`src/rtl/demux_stream_router_pkg.sv`:
```
// Shared constants for the 1-to-4 stream router: channel count, select width
// and symbolic channel indices.
package demux_stream_router_pkg;

    localparam int NCH   = 4;
    localparam int SEL_W = 2;

    localparam logic [SEL_W-1:0] CH0 = 2'd0;
    localparam logic [SEL_W-1:0] CH1 = 2'd1;
    localparam logic [SEL_W-1:0] CH2 = 2'd2;
    localparam logic [SEL_W-1:0] CH3 = 2'd3;

endpackage

```
`src/rtl/demux_stream_router_out_slot.sv`:
```
// One-word output holding register with valid/ready handshake.
// A load on the same cycle as a drain replaces the word without a bubble.
module demux_stream_router_out_slot #(
    parameter int DW = 8
) (
    input  logic          clk,
    input  logic          rst,
    input  logic          load,
    input  logic [DW-1:0] data_in,
    input  logic          ready,
    output logic          valid,
    output logic [DW-1:0] data,
    output logic          free
);

    logic          valid_reg;
    logic          valid_next;
    logic [DW-1:0] data_reg;
    logic [DW-1:0] data_next;

    always_ff @(posedge clk) begin
        if (rst) begin
            valid_reg <= 1'b0;
            data_reg  <= '0;
        end else begin
            valid_reg <= valid_next;
            data_reg  <= data_next;
        end
    end

    // Load wins over drain; data is left untouched on a plain drain.
    always_comb begin
        valid_next = valid_reg;
        data_next  = data_reg;
        if (load) begin
            valid_next = 1'b1;
            data_next  = data_in;
        end else if (valid_reg && ready) begin
            valid_next = 1'b0;
        end
    end

    always_comb begin
        valid = valid_reg;
        data  = data_reg;
        free  = ~valid_reg | ready;
    end

endmodule

```
`src/rtl/demux_stream_router.sv`:
```
// Registered 1-to-4 stream router with per-channel enable masking and
// saturating delivery/drop statistics counters.
module demux_stream_router
    import demux_stream_router_pkg::*;
#(
    parameter int DW = 8,
    parameter int CW = 8
) (
    input  logic              clk,
    input  logic              rst,
    input  logic              in_valid,
    output logic              in_ready,
    input  logic [SEL_W-1:0]  in_sel,
    input  logic [DW-1:0]     in_data,
    input  logic [NCH-1:0]    ch_en,
    output logic [NCH-1:0]    out_valid,
    input  logic [NCH-1:0]    out_ready,
    output logic [NCH*DW-1:0] out_data,
    input  logic              cnt_clr,
    output logic [NCH*CW-1:0] ch_cnt,
    output logic [CW-1:0]     drop_cnt
);

    localparam logic [CW-1:0] CNT_MAX = '1;

    logic [NCH-1:0] slot_free;
    logic [NCH-1:0] load;
    logic           accept;
    logic           deliver;
    logic           drop;

    logic [CW-1:0]  ch_cnt_reg [NCH];
    logic [CW-1:0]  drop_cnt_reg;

    // A disabled destination always sinks the word so the producer never stalls on it.
    always_comb begin
        in_ready = ~ch_en[in_sel] | slot_free[in_sel];
        accept   = in_valid & in_ready;
        deliver  = accept & ch_en[in_sel];
        drop     = accept & ~ch_en[in_sel];
    end

    generate
        for (genvar gi = 0; gi < NCH; gi++) begin : g_ch
            assign load[gi] = deliver & (in_sel == SEL_W'(gi));

            demux_stream_router_out_slot #(
                .DW(DW)
            ) u_slot (
                .clk     (clk),
                .rst     (rst),
                .load    (load[gi]),
                .data_in (in_data),
                .ready   (out_ready[gi]),
                .valid   (out_valid[gi]),
                .data    (out_data[gi*DW +: DW]),
                .free    (slot_free[gi])
            );

            // Clear takes priority over a same-cycle delivery.
            always_ff @(posedge clk) begin
                if (rst || cnt_clr) begin
                    ch_cnt_reg[gi] <= '0;
                end else if (load[gi] && ch_cnt_reg[gi] != CNT_MAX) begin
                    ch_cnt_reg[gi] <= ch_cnt_reg[gi] + 1'b1;
                end
            end

            assign ch_cnt[gi*CW +: CW] = ch_cnt_reg[gi];
        end
    endgenerate

    always_ff @(posedge clk) begin
        if (rst || cnt_clr) begin
            drop_cnt_reg <= '0;
        end else if (drop && drop_cnt_reg != CNT_MAX) begin
            drop_cnt_reg <= drop_cnt_reg + 1'b1;
        end
    end

    assign drop_cnt = drop_cnt_reg;

endmodule
```
`config.mk`:
```
export PLATFORM = sky130hd
export DESIGN_NAME = demux_stream_router
export DESIGN_NICKNAME = d
export VERILOG_FILES = /design/src/rtl/demux_stream_router_pkg.sv /design/src/rtl/demux_stream_router_out_slot.sv /design/src/rtl/demux_stream_router.sv
export SDC_FILE = /design/constraint.sdc
export NUM_CORES = 1
export LEC_CHECK = 0
export CORE_ASPECT_RATIO = 1.1
export CORE_MARGIN = 2
export CORE_UTILIZATION = 40
export DETAILED_ROUTE_END_ITERATION = 8
export PLACE_DENSITY_LB_ADDON = 0.12
export SLEW_MARGIN = 20
export SYNTH_ARGS = -nofsm -noshare
export SYNTH_HDL_FRONTEND = slang
export SYNTH_SLANG_ARGS = --single-unit
```
`constraint.sdc`:
```
create_clock -name clk -period 2.35 [get_ports clk]
set_input_delay 0.47 -clock clk [delete_from_list [all_inputs] [get_ports clk]]
set_output_delay 0.47 -clock clk [all_outputs]
set_load 0.01 [all_outputs]
```
==> flow_metrics.env, run 1 <==
export IMPL_status="complete, no violations"
export IMPL_final_layout_size_suffix_gt1_share_pct=10.7
export IMPL_yosysTopAreaCell="edfxtp_1"
export IMPL_core_area_sq_um=8780
export IMPL_clkPwrFrac_pct=36.5
export IMPL_clk_latency_ps=350
export IMPL_fillers=799
export IMPL_total_power_mw=2.79
export IMPL_synth_top_area_share_pct=26.8
export IMPL_die_area_sq_um=9730
export IMPL_syn_nets=390
export IMPL_ys_ff_latch=76
export IMPL_syn_to_final_growth_pct=40.0
export IMPL_syn_avg_cell_area_sq_um=9.86
export IMPL_firstDrtPassIters=4
export IMPL_rows=36
export IMPL_swShare_pct=23.7
export IMPL_wirelength_mm=8.73
export IMPL_hold_path_class="reg -> reg"
export IMPL_dieHeight_um=103
export IMPL_yosysSeqAreaShare_pct=51.4
export IMPL_grt_pass1_vias=2813
export IMPL_ant_nets=0
export IMPL_p_leak_nw=1.86
export IMPL_wl_per_cell_um=14.6
export IMPL_synthFlopType="dfxtp_1"
export IMPL_power_density_nw_per_um2=556
export IMPL_peakVddDrop_mv=0.251
export IMPL_mappedNetlistArea_sq_um=3580
export IMPL_grt_ovfl_total=0
export IMPL_path_max_fanout=5
export IMPL_hold_violations=0
export IMPL_internal_power_mw=2.13
export IMPL_drc_errors=0
export IMPL_layout_nets=507
export IMPL_yosysUniqueCellTypes=40
export IMPL_cts_buffers=9
export IMPL_finalSetupViolations=0
export IMPL_crit_type="in -> reg"
export IMPL_fin_skew_ps=10.7
export IMPL_via_per_inst=4.95
export IMPL_antenna_found_initial=0
export IMPL_cts_root_buf="clkbuf_8"
export IMPL_gp_congestion=0.827
export IMPL_synth_area_leaders="edfxtp_1, dfxtp_1, mux2i_1"
export IMPL_boundaryPins=99
export IMPL_maxSlewHeadroom_pct=67.8
export IMPL_pwr_share_comb_pct=11.2
export IMPL_track_usage_pct=18.3
export IMPL_synth_edff_count=32
export IMPL_n_antenna_cell=0
export IMPL_cts_tree="built"
export IMPL_syn_inst=363
export IMPL_period_share_pct=97.7
export IMPL_clk_pin_slew_ps=80
export IMPL_tightest_slew_ps=471
export IMPL_cp_start_kind="primary input"
export IMPL_dp_hpwl_mm=6.41
export IMPL_drt_iter0_markers=104
export IMPL_grt_pass1_wl_mm=13.6
export IMPL_io_buffers=98
export IMPL_yosysWarnings=0
export IMPL_slew_violations=0
export IMPL_vias=2965
export IMPL_fp_dieW_um=94.2
export IMPL_clockBufferDepth=2
export IMPL_htreeDepth=3
export IMPL_cap_violations=0
export IMPL_fin_util_pct=57.1
export IMPL_rsz0062_at_grt="false"
export IMPL_async_reset_ff_share_pct=0
export IMPL_grt_max_degree=47
export IMPL_pwr_share_seq_pct=52.3
export IMPL_fin_crit_ps=2300
export IMPL_hold_slack_ps=482
export IMPL_required_ps=2630
export IMPL_p_switching_mw=0.662
export IMPL_arrival_ps=2570
export IMPL_cp_end_kind="flop"
export IMPL_initial_core_util_pct=40.8
export IMPL_clock_sinks=76
export IMPL_fmaxAchievable_mhz=435
## power groups by stage
stage	registers (mW)	logic (mW)	clock network, mW
floorplan	1.50	0.118	0
global placement	1.49	0.311	0
detailed placement	1.49	0.314	0
CTS	1.46	0.317	1.05
global route	1.46	0.340	1.09
finish	1.46	0.312	1.02
## synth_stat cells, types with 2 or more instances
| cell type | n |
|---|---|
| nor2_1 | 46 |
| dfxtp_1 | 44 |
| o21ai_0 | 36 |
| edfxtp_1 | 32 |
| nand2b_1 | 28 |
| nand3_1 | 19 |
| mux2i_1 | 18 |
| nor2b_1 | 17 |
| nand2_1 | 16 |
| xnor2_1 | 16 |
| clkbuf_1 | 14 |
| xor2_1 | 10 |
| nor3_1 | 9 |
| a21oi_1 | 7 |
| inv_1 | 6 |
| ha_1 | 5 |
| and3_1 | 4 |
| buf_4 | 4 |
| a211oi_1 | 3 |
| nand4_1 | 3 |
| or4_1 | 3 |
| nor3b_1 | 2 |
| o211ai_1 | 2 |
| o31ai_1 | 2 |
| or2_2 | 2 |
## cells in the final DEF (no fill, tap or decap), drive strengths merged, types with 3 or more instances in the layout
cell | netlist | final
a211oi | 3 | 3
a21oi | 7 | 7
and3 | 4 | 4
buf | 5 | 27
clkbuf | 14 | 15
clkdlybuf4s50 | 0 | 96
dfxtp | 44 | 44
edfxtp | 32 | 32
ha | 5 | 5
inv | 6 | 7
mux2i | 18 | 18
nand2 | 16 | 16
nand2b | 28 | 28
nand3 | 19 | 19
nand4 | 3 | 3
nor2 | 46 | 46
nor2b | 17 | 17
nor3 | 9 | 9
o21ai | 36 | 36
or4 | 4 | 4
xnor2 | 16 | 16
xor2 | 10 | 10
## routing by layer
metal | global-route usage, % | part of all wire, %
met1 | 23.3 | 43
met2 | 29.5 | 48
met3 | 4.78 | 7.0
met4 | 8.03 | 1.7
met5 | 0 | 0
## path summary, 6_finish.rpt
path	startpoint	end	slack, ps	cells past startpoint
min	g_ch[3].u_slot.data[5]	g_ch[3].u_slot.data[5]	480	2
min reg2reg	g_ch[3].u_slot.data[5]	g_ch[3].u_slot.data[5]	480	2
max reg2reg	g_ch[1].u_slot.valid	ch_cnt_reg[0][4]	420	5
max	ch_en[3]	drop_cnt[5]	50	6
## what timing repair did
action,CTS,global route
hold endpoints to repair,0,0
setup endpoints to repair,1,1
pin swaps,0,1
hold buffers,0,0
buffers inserted,1,0
cloned,0,0
gates resized for setup,3,1
## stage by stage
stage | instance area, sq um | setup TNS (ps) | setup WS [ps] | instances
2_1_floorplan | 3580 | 0 | 10.2 | 363
3_3_place_gp | 4810 | -5370 | -365 | 582
3_5_place_dp | 4810 | -6360 | -368 | 582
4_1_cts | 5020 | 0 | 74.5 | 599
5_1_grt | 5010 | 0 | 2.39 | 599
6_report | 5010 | 0 | 53.0 | 599
## logic make-up (layout without fill, tap and decap cells)
group / count (synthesis) / count (layout) / share of synthesized area [%]
AOI/OAI and AO/OA: 53 / 53 / 8.21
xor gates and xnor gates: 26 / 26 / 6.36
adders and majority gates: 5 / 5 / 1.75
buffers and inverters: 25 / 147 / 3.25
DFF: 76 / 76 / 51.4
muxes: 20 / 20 / 5.97
and+or+nand+nor: 158 / 158 / 23.0
## worst max-delay path, stage by stage
cell and delay (ps):
clkdlybuf4s50_1 430, mux4_2 520, buf_4 170, or3_4 360
or4_1 470, a21oi_1 150
## cell type report
type                       instances  area (sq um)  area share [%]
sequential                        76          1840            36.7
multi-input combinational        262          1620            32.4
timing repair buffer             125          1180            23.5
clock buffer                      14           194            3.87
tap                              114           143            2.84
inverter                           6          22.5           0.449
clock inverter                     2          13.8           0.274
Power figures use the tool's default switching activity.
==> run 2: changes to the inputs <==
--- a/config.mk
+++ b/config.mk
@@ -5,6 +5,7 @@
 export SDC_FILE = /design/constraint.sdc
 export NUM_CORES = 1
 export LEC_CHECK = 0
+export ABC_CLOCK_PERIOD_IN_PS = 2350
 export CORE_ASPECT_RATIO = 1.1
 export CORE_MARGIN = 2
 export CORE_UTILIZATION = 40
==> results of run 2 <==
Same layout as run 1: the final DEF is identical, and so are final timing and power.
